$ cat src/rtl/psum_arb_pkg.sv
// Shared types for the psum GLB arbiter: requester IDs, owner type, FSM states
// and the read-return tag that travels alongside the SRAM read latency.
package psum_arb_pkg;

   typedef logic [1:0] owner_t;

   localparam owner_t REQ_ST = 2'd0;
   localparam owner_t REQ_LD = 2'd1;
   localparam owner_t REQ_DR = 2'd2;

   typedef enum logic {
      ARB   = 1'b0,
      BURST = 1'b1
   } arb_state_t;

   typedef struct packed {
      logic   valid;
      owner_t id;
   } rd_tag_t;

   function automatic owner_t next_owner(input owner_t o);
      return (o == REQ_DR) ? REQ_ST : owner_t'(o + 2'd1);
   endfunction

   function automatic owner_t onehot_to_id(input logic [2:0] oh);
      owner_t id;
      case (oh)
         3'b010:  id = REQ_LD;
         3'b100:  id = REQ_DR;
         default: id = REQ_ST;
      endcase
      return id;
   endfunction

endpackage

$ cat src/rtl/rr_arb3.sv
// Three-way round-robin picker: search starts at ptr and wraps st -> ld -> dr.
// Purely combinational; returns a one-hot winner, or zero when nobody requests.
module rr_arb3
   import psum_arb_pkg::*;
(
   input  logic [2:0] req,
   input  owner_t     ptr,
   output logic [2:0] grant
);

   always_comb begin
      grant = 3'b000;
      case (ptr)
         REQ_LD: begin
            if      (req[1]) grant = 3'b010;
            else if (req[2]) grant = 3'b100;
            else if (req[0]) grant = 3'b001;
         end
         REQ_DR: begin
            if      (req[2]) grant = 3'b100;
            else if (req[0]) grant = 3'b001;
            else if (req[1]) grant = 3'b010;
         end
         default: begin
            if      (req[0]) grant = 3'b001;
            else if (req[1]) grant = 3'b010;
            else if (req[2]) grant = 3'b100;
         end
      endcase
   end

endmodule

$ cat src/rtl/psum_glb_arbiter.sv
// Burst arbiter sharing the single-port psum GLB between store, reload and drain.
// Optional macro PSUM_ARB_STATS_EN adds saturating beat/stall counters.
module psum_glb_arbiter
   import psum_arb_pkg::*;
#(
   parameter int ADDR_W   = 16,
   parameter int DATA_W   = 16,
   parameter int READ_LAT = 1
) (
   input  logic              i_clk,
   input  logic              i_rst_n,
   input  logic              i_st_req,
   input  logic              i_st_last,
   input  logic [ADDR_W-1:0] i_st_addr,
   input  logic [DATA_W-1:0] i_st_wdata,
   output logic              o_st_gnt,
   input  logic              i_ld_req,
   input  logic              i_ld_last,
   input  logic [ADDR_W-1:0] i_ld_addr,
   output logic              o_ld_gnt,
   output logic              o_ld_rvalid,
   input  logic              i_dr_req,
   input  logic              i_dr_last,
   input  logic [ADDR_W-1:0] i_dr_addr,
   output logic              o_dr_gnt,
   output logic              o_dr_rvalid,
   output logic [DATA_W-1:0] o_rdata,
   output logic              o_glb_en,
   output logic              o_glb_we,
   output logic [ADDR_W-1:0] o_glb_addr,
   output logic [DATA_W-1:0] o_glb_wdata,
   input  logic [DATA_W-1:0] i_glb_rdata,
   output logic              o_busy
`ifdef PSUM_ARB_STATS_EN
   ,
   output logic [31:0]       o_stat_st_beats,
   output logic [31:0]       o_stat_ld_beats,
   output logic [31:0]       o_stat_dr_beats,
   output logic [31:0]       o_stat_stall
`endif
);

   arb_state_t        state_q, state_d;
   owner_t            owner_q, owner_d;
   owner_t            ptr_q, ptr_d;
   logic [2:0]        req_vec;
   logic [2:0]        win;
   logic [2:0]        owner_mask;
   logic              owner_req;
   logic              owner_last;
   logic [ADDR_W-1:0] owner_addr;
   logic              accept;
   rd_tag_t           cmd_tag;
   rd_tag_t           tag_pipe [READ_LAT];
   rd_tag_t           ret_tag;
   logic              in_flight;

   assign req_vec = {i_dr_req, i_ld_req, i_st_req};

   rr_arb3 u_rr_arb3 (
      .req   (req_vec),
      .ptr   (ptr_q),
      .grant (win)
   );

   always_comb begin
      owner_req  = 1'b0;
      owner_last = 1'b0;
      owner_addr = '0;
      owner_mask = 3'b000;
      case (owner_q)
         REQ_ST: begin
            owner_req  = i_st_req;
            owner_last = i_st_last;
            owner_addr = i_st_addr;
            owner_mask = 3'b001;
         end
         REQ_LD: begin
            owner_req  = i_ld_req;
            owner_last = i_ld_last;
            owner_addr = i_ld_addr;
            owner_mask = 3'b010;
         end
         REQ_DR: begin
            owner_req  = i_dr_req;
            owner_last = i_dr_last;
            owner_addr = i_dr_addr;
            owner_mask = 3'b100;
         end
         default: ;
      endcase
   end

   // Grant is simply the owner's own request while in BURST, so a stalled owner keeps the bank.
   assign accept   = (state_q == BURST) && owner_req;
   assign o_st_gnt = accept && (owner_q == REQ_ST);
   assign o_ld_gnt = accept && (owner_q == REQ_LD);
   assign o_dr_gnt = accept && (owner_q == REQ_DR);

   always_comb begin
      state_d = state_q;
      owner_d = owner_q;
      ptr_d   = ptr_q;
      case (state_q)
         ARB: begin
            if (|req_vec) begin
               owner_d = onehot_to_id(win);
               state_d = BURST;
            end
         end
         BURST: begin
            if (accept && owner_last) begin
               state_d = ARB;
               ptr_d   = next_owner(owner_q);
            end
         end
         default: state_d = ARB;
      endcase
   end

   always_ff @(posedge i_clk or negedge i_rst_n) begin
      if (!i_rst_n) begin
         state_q <= ARB;
         owner_q <= REQ_ST;
         ptr_q   <= REQ_ST;
      end else begin
         state_q <= state_d;
         owner_q <= owner_d;
         ptr_q   <= ptr_d;
      end
   end

   always_ff @(posedge i_clk or negedge i_rst_n) begin
      if (!i_rst_n) begin
         o_glb_en    <= 1'b0;
         o_glb_we    <= 1'b0;
         o_glb_addr  <= '0;
         o_glb_wdata <= '0;
         cmd_tag     <= '0;
      end else begin
         o_glb_en      <= accept;
         o_glb_we      <= accept && (owner_q == REQ_ST);
         cmd_tag.valid <= accept && (owner_q != REQ_ST);
         cmd_tag.id    <= owner_q;
         if (accept) begin
            o_glb_addr <= owner_addr;
         end
         if (accept && (owner_q == REQ_ST)) begin
            o_glb_wdata <= i_st_wdata;
         end
      end
   end

   // The tag rides READ_LAT stages behind the command so it lines up with i_glb_rdata.
   always_ff @(posedge i_clk or negedge i_rst_n) begin
      if (!i_rst_n) begin
         for (int i = 0; i < READ_LAT; i++) begin
            tag_pipe[i] <= '0;
         end
      end else begin
         tag_pipe[0] <= cmd_tag;
         for (int i = 1; i < READ_LAT; i++) begin
            tag_pipe[i] <= tag_pipe[i-1];
         end
      end
   end

   assign ret_tag = tag_pipe[READ_LAT-1];

   always_ff @(posedge i_clk or negedge i_rst_n) begin
      if (!i_rst_n) begin
         o_ld_rvalid <= 1'b0;
         o_dr_rvalid <= 1'b0;
         o_rdata     <= '0;
      end else begin
         o_ld_rvalid <= ret_tag.valid && (ret_tag.id == REQ_LD);
         o_dr_rvalid <= ret_tag.valid && (ret_tag.id == REQ_DR);
         if (ret_tag.valid) begin
            o_rdata <= i_glb_rdata;
         end
      end
   end

   always_comb begin
      in_flight = cmd_tag.valid;
      for (int i = 0; i < READ_LAT; i++) begin
         in_flight = in_flight | tag_pipe[i].valid;
      end
   end

   assign o_busy = (state_q == BURST) || in_flight;

`ifdef PSUM_ARB_STATS_EN
   logic stall;

   assign stall = (state_q == BURST) && |(req_vec & ~owner_mask);

   always_ff @(posedge i_clk or negedge i_rst_n) begin
      if (!i_rst_n) begin
         o_stat_st_beats <= '0;
         o_stat_ld_beats <= '0;
         o_stat_dr_beats <= '0;
         o_stat_stall    <= '0;
      end else begin
         if (o_st_gnt && (o_stat_st_beats != '1)) o_stat_st_beats <= o_stat_st_beats + 32'd1;
         if (o_ld_gnt && (o_stat_ld_beats != '1)) o_stat_ld_beats <= o_stat_ld_beats + 32'd1;
         if (o_dr_gnt && (o_stat_dr_beats != '1)) o_stat_dr_beats <= o_stat_dr_beats + 32'd1;
         if (stall && (o_stat_stall != '1))       o_stat_stall    <= o_stat_stall + 32'd1;
      end
   end
`endif

endmodule
$ cat config.mk
export PLATFORM = sky130hd
export DESIGN_NAME = psum_glb_arbiter
export DESIGN_NICKNAME = d
export VERILOG_FILES = /design/src/rtl/psum_arb_pkg.sv /design/src/rtl/rr_arb3.sv /design/src/rtl/psum_glb_arbiter.sv
export SDC_FILE = /design/constraint.sdc
export NUM_CORES = 1
export LEC_CHECK = 0
export BUFFER_PORTS_ARGS = -buffer_cell sky130_fd_sc_hd__buf_2
export CORE_MARGIN = 2
export CORE_UTILIZATION = 40
export DETAILED_ROUTE_END_ITERATION = 8
export PLACE_DENSITY = 0.75
export SYNTH_ARGS = -nofsm -noshare
export SYNTH_HDL_FRONTEND = slang
export SYNTH_HIERARCHICAL = 1
export SYNTH_SLANG_ARGS = --single-unit
$ cat constraint.sdc
create_clock -name i_clk -period 2.1 [get_ports i_clk]
set_input_delay 0.21 -clock i_clk [delete_from_list [all_inputs] [get_ports i_clk]]
set_output_delay 0.21 -clock i_clk [all_outputs]
set_load 0.01 [all_outputs]
# == Yosys cells after proc, flatten, opt, wreduce, memory -nomap -nowiden ==
# Index checks and enable logic that the tools add are counted.
# word_totals
latchBits,0
elab_cells,57
out_inout_bits,56
memories,0
ramBits,0
mem_bits_ro,0
ff_bits,63
# op_classes
eq_ne,8
mul,0
n_reduce_logical,14
bitwise,2
order_cmp,0
div_mod_pow,0
add_sub_neg,1
muxes,18
shift,0
# op_table
cell,n
$pmux W16 S3,1
$mux W3,7
$logic_and A1 B1 Y1,8
$eq A2 B1 Y1 const B,3
$eq A2 B2 Y1 const B,3
$pmux W1 S3,2
$pmux W3 S2,1
$mux W2,2
$pmux W2 S2,1
$reduce_and A2 Y1,2
$eq A3 B2 Y1 const B,1
$eq A3 B3 Y1 const B,1
$mux W1,3
$reduce_or A3 Y1,1
$add A2 B1 Y2 const B,1
$logic_not A2 Y1,1
$pmux W1 S2,1
$reduce_bool A2 Y1,1
$logic_or A1 B1 Y1,1
$not A1 Y1,1
$or A1 B1 Y1,1

# == Longest topological paths before layout ==
# Gate-level depths: netlist of run 1.
# logic_depth
word_depth,6
depth_mapped,8

# == By module ==
# Netlist of run 1, hierarchy kept.
# modules_own_cells
mod,cells_each,n_inst,area_per_inst_um2
psum_glb_arbiter,201,1,2692.6
rr_arb3,17,1,120.1

# == Least setup slack after synthesis of run 1 ==
# Ideal clock, no wire load.
# synth_timing
kind,register to register
from,reg owner_q[0]
to,reg o_glb_wdata[10]
path_stages_with_launch,6
setup_ns,0.125
arrival_ns,1.420
slack_ns,0.555
path_buffers,2
period_less_slack_ns,1.545
path_cell_list,dfrtp_1 nor2_1 and3_1 buf_2 buf_4 mux2_2
# synth_between
elab_chain_len,4
# synth_lines
element,line_no,rtl
start: declaration,psum_glb_arbiter.sv:44,"owner_t owner_q, owner_d;"
start signal: assignment,psum_glb_arbiter.sv:128,owner_q <= owner_d;
"$eq A2 B2 Y1, or another cell as far along",psum_glb_arbiter.sv:71,case (owner_q)
$pmux W1 S3,psum_glb_arbiter.sv:71,
$logic_and A1 B1 Y1,psum_glb_arbiter.sv:95,assign accept = (state_q == BURST) && owner_req;
$logic_and A1 B1 Y1 (*),n/a,
net o_st_gnt,psum_glb_arbiter.sv:16,"output logic o_st_gnt,"
end signal: assignment,psum_glb_arbiter.sv:149,o_glb_wdata <= i_st_wdata;
end: declaration,psum_glb_arbiter.sv:31,"output logic [DATA_W-1:0] o_glb_wdata,"
# The timed path passes the listed nets; every way through them passes the cells marked *.
# A chain may end at the register's enable or synchronous reset.

# == Final worst setup path of run 1 ==
# layout_timing
from,reg owner_q[1]
to,out o_ld_gnt
# layout_between
elab_chain_len,4
# layout_lines
element,line_no,rtl
"$eq A2 B2 Y1, or another cell as far along",psum_glb_arbiter.sv:71,
$pmux W1 S3,psum_glb_arbiter.sv:71,
$logic_and A1 B1 Y1,psum_glb_arbiter.sv:95,
$logic_and A1 B1 Y1 (*),psum_glb_arbiter.sv:97,assign o_ld_gnt = accept && (owner_q == REQ_LD);
end: declaration,psum_glb_arbiter.sv:20,"output logic o_ld_gnt,"
# Mark *: on every way between the ends. The rest lies on a longest branch, timed or not.

==> results.toml, run 1 <==
[route]
post_drt_wl_per_cell_um = 12.4
via_count = 2166
drt_first_pass_iters = 4
first_iter_violations = 53
viasPerCell = 4.61
postRouteAntennaNets = 0
drt_wl_total_um = 5840
drc = 0

[global_route]
antenna_found_initial = 0
grt_pass1_vias = 2084
met1_usage_pct = 19.1
grt_pass1_wl_um = 9230
met3_usage_pct = 4.43
gr-usage-all-layers_pct = 15.8
top_usage_layer = "met2"
grt_max_degree = 42
grtUsageMet2_pct = 26.2
overflow = 0

[worst_setup_path]
cp.arrival_ps = 1780
r2r_cells = 7
path_max_fanout = 13
reg2reg_from = "ptr_q[0]"
cp-start-kind = "register"
rr_endpoint = "owner_q[0]"
startpoint = "owner_q[1]"
crit_end = "o_ld_gnt"
criticalPathCategory = "register to primary output"
r2r_slack_ps = 380
required_ps = 1890
end_kind = "primary output"

[timing]
relSlewSlack_pct = 53.3
rsz0062_at_grt = "no"
layout_min_cycle_time_ps = 1990
finalMaxSlewViolations = 0
worstMarginPinSlew_ps = 701
finClkSkew_ps = 8.78
tns_ps = 0
fin_crit_sh_pct = 94.9
clock.fmax_mhz = 502
hold_violations = 0
final-setup-viol-count = 0
layout_setup_ws_ps = 107

[logic_synthesis]
synthTopCellsByArea = "dfrtp_1, mux2_2, mux2i_1"
synth-simple-area-share_pct = 5.52
netlist-cell-type-count = 29
muxShareOfSynthArea_pct = 26.8
synth_area_sq_um = 2810
syn_nets = 310
synth_compound_area_share_pct = 6.18
synth_fa_ha_area_share_pct = 1.78
synth-seq-cells = 63
synth_top_family_by_area = "multiplexers"
ys_warn_count = 6
synth_top_area_share_pct = 56.0
synth-xor-area-share_pct = 0
syn_area_per_cell_sq_um = 12.9
syn_inst = 218
yosysTopAreaCell = "dfrtp_1"
yosysSeqAreaShare_pct = 56.0

[final_layout]
n_antenna_cell = 0
regArea_sq_um = 1580
area_growth_pct = 36.7
final_area_sq_um = 3850
drive_gt1_share_pct = 58.8
fillers = 595
nets = 461
fin_cells = 470
multi_input_area_sq_um = 1140

[clock_network]
clockRootBuffer = "clkbuf_8"
cts_setup_buffers = 0
clk_pin_slew_ps = 70
clkSinkCount = 63
cts_max_level = 3
numCtsBuffers = 9
worstSkewPairLatency_ps = 330
clk_path_buf_depth = 2
cts_tree = "built"

[place]
post-place-ws_ps = 310
dpl-instance-area_sq_um = 3650
dp_cells = 453
io_buffers = 143
dpl.hpwl_um = 4360
routabilityCongestion = 0.828

[floorplanning]
die_h_um = 87.9
core_area_sq_um = 6790
dieArea_sq_um = 7720
die_x_um = 87.9
ios = 144
rows = 30
floorplan.initialDensity_pct = 41.4

[power_and_ir_drop]
combinationalPowerShare_pct = 44.1
leakage_nw = 1.89
p_seq_share_pct = 39.3
ir_worst_vdd_mv = 0.584
total_power_mw = 5.44
swShare_pct = 34.7
switchingPower_mw = 1.89
power_density_nw_per_um2 = 1410
p_clk_share_pct = 16.6
p_int_mw = 3.55

[flow_run]
max-cap-violations = 0

[min_path]
hold_path_class = "input port to register"

[status]
status = "completed"
## per-layer routing
metal | up-vias | routed length [um]
li1 | 1065 | -
met1 | 992 | 2550
met5 | - | 0
met4 | 0 | 104
met3 | 10 | 422
met2 | 99 | 2770
## per-stage QoR
| stage | util [%] | hold WS (ps) |
|---|---|---|
| finish | 56.6 | 107 |
| global route | 56.6 | 89.2 |
| CTS | 56.5 | 91.6 |
| detailed placement | 53.7 | 228 |
| global placement | 53.7 | 214 |
| floorplan | - | -85.6 |
## cell usage after synthesis
cell type  number
dfrtp_1        63
mux2_2         49
o21ai_0        19
mux2i_1        18
nand2_1        18
inv_1           7
nor2_1          6
buf_2           4
buf_4           4
ha_1            4
nand3_1         3
nor3_1          3
a21o_1          2
clkbuf_1        2
mux2_1          2
a21boi_0        1
a21oi_1         1
and2b_1         1
and3_1          1
and3b_1         1
buf_1           1
buf_6           1
inv_2           1
nor2b_1         1
o2111ai_2       1
o211ai_2        1
o2bb2ai_2       1
o32ai_1         1
or3_1           1
## worst max-delay path, cell delays in order (launching register included)
cell and delay (ps):
dfrtp_1 420, buf_6 170, inv_2 70, a21o_1 150, o211ai_2 120, buf_6 180, nor3_2 170, buf_2 180
## worst min-delay path by stage
stage	cells after the start	startpoint	slack, ps	endpoint
3_5_place_dp	1	i_rst_n	230	o_rdata[5]
6_report	2	i_st_wdata[3]	110	o_glb_wdata[3]
3_3_place_gp	1	i_rst_n	210	o_rdata[8]
5_1_grt	2	i_st_wdata[15]	90	o_glb_wdata[15]
4_1_cts	2	i_st_wdata[13]	90	o_glb_wdata[13]
2_1_floorplan	0	i_rst_n	-90	cmd_tag[0]
## flip-flops by register name, indices dropped and copies added, names as in the netlist, 2 cells and up
signal and cells:
o_glb_wdata 16, ptr_q 2, o_glb_addr 16, owner_q 2, ret_tag 3, o_rdata 16, cmd_tag 3
## power by group through the flow
stage	combinational (mW)	clock [mW]	sequential (mW)
global placement	2.36	0	2.14
global route	2.64	1.01	2.21
floorplan	1.36	0	2.34
CTS	2.43	0.943	2.14
detailed placement	2.41	0	2.16
finish	2.40	0.904	2.14
## area by class of cell
cell class	instances	share of cell area, %
clock buffer	11	3.68
clock inverter	5	0.878
inverter	8	0.781
multi-input combinational	135	29.6
sequential	63	41.0
tap	96	3.12
timing repair buffer	152	20.9
## cell usage in the layout (no fill, tap or decap)
master,count
buf_2,143
dfrtp_1,63
mux2_2,49
o21ai_0,19
nand2_1,18
mux2i_1,18
clkbuf_8,10
inv_1,7
nor2_1,6
buf_4,5
ha_1,4
nand3_1,3
a21o_1,2
nor3_1,2
mux2_1,2
clkinv_2,2
clkinvlp_4,2
buf_6,2
inv_2,1
o211ai_2,1
and3_1,1
and3b_1,1
or3_1,1
and2b_1,1
o2bb2ai_2,1
o2111ai_2,1
nor3_2,1
clkbuf_1,1
clkinv_4,1
dlygate4sd3_1,1
buf_12,1
o32ai_1,1
nor2b_1,1
a21oi_1,1
a21boi_0,1
## cells by family (layout without fill, tap and decap cells)
family / Yosys count / after routing
AOI/OAI and AO/OA: 27 / 27
adders and majority gates: 4 / 4
buffers and inverters: 20 / 176
DFF: 63 / 63
muxes: 69 / 69
and+or+nand+nor: 35 / 35
## repair_timing
item / CTS / global route
gates resized for setup: 1 / 2
setup endpoints to repair: 1 / 2
hold buffers: 1 / 0
hold endpoints to repair: 22 / 0
Note: power is estimated with default switching activity, not from simulation.
==> inputs of run 2 (changes only) <==
--- a/config.mk
+++ b/config.mk
@@ -6,6 +6,7 @@
 export NUM_CORES = 1
 export LEC_CHECK = 0
 export BUFFER_PORTS_ARGS = -buffer_cell sky130_fd_sc_hd__buf_2
+export CORE_ASPECT_RATIO = 0.6
 export CORE_MARGIN = 2
 export CORE_UTILIZATION = 40
 export DETAILED_ROUTE_END_ITERATION = 8
==> run 2 against run 1 <==
Net effect: via count up 1.0%; cell count is 2.6% lower; clock power is 60% higher; cell area increased by 3.0%; critical endpoint unchanged; largest power group unchanged.
==> results.toml, run 2 (synthesis gave the netlist of run 1 again) <==
[power_and_ir_drop]
p_clk_share_pct = 24.1
ir_worst_vdd_mv = 0.672
p_int_mw = 4.05
switchingPower_mw = 1.97
total_power_mw = 6.02
power_density_nw_per_um2 = 1520
swShare_pct = 32.8
p_seq_share_pct = 35.8
leakage_nw = 1.94
combinationalPowerShare_pct = 40.2

[timing]
finalMaxSlewViolations = 0
final-setup-viol-count = 0
hold_violations = 0
clock.fmax_mhz = 518
layout_setup_ws_ps = 169
worstMarginPinSlew_ps = 692
tns_ps = 0
finClkSkew_ps = 4.44
fin_crit_sh_pct = 92.0
rsz0062_at_grt = "no"
relSlewSlack_pct = 53.8
layout_min_cycle_time_ps = 1930

[global_route]
grt_pass1_vias = 2113
overflow = 0
gr-usage-all-layers_pct = 16.9
grt_max_degree = 40
antenna_found_initial = 0
grt_pass1_wl_um = 9940

[final_layout]
n_antenna_cell = 0
nets = 459
drive_gt1_share_pct = 59.0
final_area_sq_um = 3960
layout_commonest_cell = "buf_2"
multi_input_area_sq_um = 1160
reg_top3 = "o_glb_addr: 16 flops, o_glb_wdata: 16 flops, o_rdata: 16 flops"
area_growth_pct = 40.8
regArea_sq_um = 1580
layout_common_cells = "buf_2, dfrtp_1, mux2_2"
fillers = 548

[min_path]
hold_path_class = "input port to register"
hold_depth = 2

[worst_setup_path]
required_ps = 1890
end_kind = "primary output"
path_max_fanout = 10
cp-start-kind = "register"
r2r_cells = 3
cp.arrival_ps = 1720
criticalPathCategory = "register to primary output"

[status]
status = "completed"

[floorplanning]
die_h_um = 69.0
rows = 23
core_area_sq_um = 6730
dieArea_sq_um = 7740
floorplan.initialDensity_pct = 41.8
ios = 144
die_x_um = 112

[place]
io_buffers = 143
post-place-ws_ps = 37.6
routabilityCongestion = 0.773
dpl-instance-area_sq_um = 3610
dpl.hpwl_um = 4750

[clock_network]
cts_max_level = 3
clk_path_buf_depth = 2
numCtsBuffers = 9
cts_tree = "built"
clkSinkCount = 63
clockRootBuffer = "clkbuf_16"
clk_pin_slew_ps = 50
cts_setup_buffers = 0
worstSkewPairLatency_ps = 320

[route]
first_iter_violations = 115
drt_wl_total_um = 6300
via_count = 2188
postRouteAntennaNets = 0
post_drt_wl_per_cell_um = 13.8
drc = 0
drt_first_pass_iters = 4
viasPerCell = 4.78

[flow_run]
max-cap-violations = 0
## run 2: layout make-up
type,instances,area share (%)
Sequential cell,63,39.8
Timing Repair Buffer,149,19.7
Tap cell,87,2.75
Clock buffer,12,6.48
Multi-Input combinational cell,136,29.4
Inverter,8,0.758
Clock inverter,3,1.07
## run 2: worst paths after layout
kind | end | slack (ps) | from
max | o_ld_gnt | 170 | owner_q[1]
min | o_glb_wdata[3] | 120 | i_st_wdata[3]
max reg2reg | o_glb_addr[14] | 290 | owner_q[1]
min reg2reg | ret_tag[0] | 350 | cmd_tag[0]
max in group asynchronous | owner_q[0] | 1050 | i_rst_n
min in group asynchronous | o_rdata[12] | 430 | i_rst_n
## run 2: repair_timing
item	in CTS	in global routing
endpoints found under the setup margin	2	3
gates cloned	1	0
resized for setup	1	4
pin swaps	0	0
hold buffers	1	0
endpoints found under the hold margin	24	0
## run 2: worst max-delay path: stages (launching register included)
cell and delay (ps):
dfrtp_1 360, mux2_2 400, o211ai_4 390, nor3_1 90, buf_2 150
## run 2: metrics by stage
step                      std cells  hold WS, ps  util (%)
after floorplan                 218        -85.6         -
after global placement          441          233      53.7
after detailed placement        441          245      53.7
after CTS                       458          103      58.6
after global routing            458          100      58.8
final                           458          121      58.8
## run 2: power by group through the flow
| stage | Combinational [mW] | Clock, mW | Sequential [mW] |
|---|---|---|---|
| global placement | 2.33 | 0 | 2.14 |
| detailed placement | 2.41 | 0 | 2.16 |
| floorplan | 1.36 | 0 | 2.34 |
| CTS | 2.44 | 1.50 | 2.16 |
| finish | 2.42 | 1.45 | 2.15 |
| global route | 2.65 | 1.56 | 2.24 |
## run 2: layer usage
layer / vias up / track usage (%) / share of wire (%)
met4: 0 / 6.10 / 1.1
met3: 9 / 6.29 / 9.0
met5: - / 0 / 0
met2: 99 / 27.0 / 46
li1: 1068 / - / -
met1: 1012 / 21.5 / 44
==> inputs of run 3 (changes only) <==
--- a/config.mk
+++ b/config.mk
@@ -11,6 +11,7 @@
 export CORE_UTILIZATION = 40
 export DETAILED_ROUTE_END_ITERATION = 8
 export PLACE_DENSITY = 0.75
+export RECOVER_POWER = 100
 export SYNTH_ARGS = -nofsm -noshare
 export SYNTH_HDL_FRONTEND = slang
 export SYNTH_HIERARCHICAL = 1
==> run 3 against run 2 <==
Net effect: total power is 2.2% lower; die area stayed put; clock power hardly changed; via count is 0.27% higher; flip-flop and latch count stayed put; setup slack hardly changed; cell area is 2.3% lower; first-iteration DRC count is 1.7% higher; register-to-register slack worse by 80 ps; combinational power is 6% lower; global-route usage stayed put.
==> results.toml, run 3 (synthesis gave the netlist of run 1 again) <==
[final_layout]
layout_commonest_cell = "buf_2"
reg_top3 = "o_glb_addr: 16 flops, o_glb_wdata: 16 flops, o_rdata: 16 flops"
drive_gt1_share_pct = 43.7
final_area_sq_um = 3870
layout_common_cells = "buf_2, dfrtp_1, clkbuf_1"
nets = 459
area_growth_pct = 37.6
n_antenna_cell = 0

[worst_setup_path]
path_max_fanout = 10
cp-start-kind = "register"
criticalPathCategory = "register to primary output"
cp_cell_sequence = "mux2_2 > o211ai_4 > nor3_1 > buf_2"
required_ps = 1890
cp_slowest_cell = "mux2_2"
cp_num_buf_inv = 1
cp_slowest_stage_delay_ps = 400
cp_top_family = "multiplexers"
rr_endpoint = "o_glb_addr[13]"
r2r_cells = 6
cp.arrival_ps = 1720
end_kind = "primary output"
reg2reg_from = "owner_q[0]"
r2r_slack_ps = 210

[clock_network]
cts_tree = "built"
worstSkewPairLatency_ps = 320
clockRootBuffer = "clkbuf_16"
numCtsBuffers = 9
clk_pin_slew_ps = 50
cts_max_level = 3
clk_path_buf_depth = 2
clkSinkCount = 63
cts_setup_buffers = 0

[floorplanning]
floorplan.initialDensity_pct = 41.8
dieArea_sq_um = 7740
ios = 144
die_x_um = 112
rows = 23
core_area_sq_um = 6730
die_h_um = 69.0

[global_route]
grt_pass1_wl_um = 9940
grt_max_degree = 40
overflow = 0
antenna_found_initial = 0
grt_pass1_vias = 2113
gr-usage-all-layers_pct = 16.9

[power_and_ir_drop]
power_density_nw_per_um2 = 1520
total_power_mw = 5.89
ir_worst_vdd_mv = 0.664
leakage_nw = 1.76

[min_path]
hp-start = "i_st_wdata[3]"
hold_path_class = "input port to register"
min_to = "o_glb_wdata[3]"
hold_depth = 2

[place]
routabilityCongestion = 0.773
dpl.hpwl_um = 4750
io_buffers = 143
post-place-ws_ps = 37.6
dpl-instance-area_sq_um = 3610

[route]
drt_first_pass_iters = 4
drc = 0
viasPerCell = 4.79
drt_wl_total_um = 6340
via_count = 2194
post_drt_wl_per_cell_um = 13.8
postRouteAntennaNets = 0
first_iter_violations = 117

[timing]
rsz0062_at_grt = "no"
finClkSkew_ps = 4.22
worstMarginPinSlew_ps = 1350
finalMaxSlewViolations = 0
clock.fmax_mhz = 518
layout_setup_ws_ps = 168
final-setup-viol-count = 0
fin_crit_sh_pct = 92.0
layout_min_cycle_time_ps = 1930
whs_ps = 121
relSlewSlack_pct = 10.0
tns_ps = 0
hold_violations = 0

[flow_run]
max-cap-violations = 0

[status]
status = "completed"
run 3: power breakdown:
group / internal [mW] / switching, mW
Clock: 0.973 / 0.480
Sequential: 1.81 / 0.365
Combinational: 1.12 / 1.15
run 3: worst max-delay path by stage:
| stage | start | endpoint | slack (ps) | cells past startpoint |
|---|---|---|---|---|
| 6_report | owner_q[1] | o_dr_gnt | 170 | 4 |
| 5_1_grt | i_rst_n | owner_q[0] | 30 | 3 |
| 4_1_cts | owner_q[1] | o_st_gnt | 10 | 5 |
| 3_5_place_dp | owner_q[1] | o_glb_addr[11] | 40 | 3 |
| 3_3_place_gp | owner_q[1] | o_glb_addr[9] | 120 | 3 |
| 2_1_floorplan | owner_q[0] | o_glb_wdata[10] | 560 | 5 |
run 3: area by class of cell:
cell class                      instances  area [sq um]
Fill cell                             579          2860
Sequential cell                        63          1580
Tap cell                               87           109
Clock buffer                           12           256
Inverter                                8          30.0
Timing Repair Buffer                  149           696
Clock inverter                          3          42.5
Multi-Input combinational cell        136          1160
run 3: what timing repair did:
action	CTS	global route
gates cloned	1	0
endpoints found under the setup margin	2	3
endpoints found under the hold margin	24	0
hold buffers	1	0
gates resized for setup	1	4
run 3: through the flow:
step	cells	utilization (%)
2_1_floorplan	218	-
3_3_place_gp	441	53.7
3_5_place_dp	441	53.7
4_1_cts	458	58.6
5_1_grt	458	57.5
6_report	458	57.5
run 3: layer usage:
layer / vias up / GRT usage, % / part of all wire, % / wire (um)
met3: 9 / 6.29 / 8.5 / 536
met2: 100 / 27.0 / 45 / 2880
met5: - / 0 / 0 / 0
met4: 0 / 6.10 / 1.1 / 72
met1: 1017 / 21.5 / 45 / 2850
li1: 1068 / - / - / -
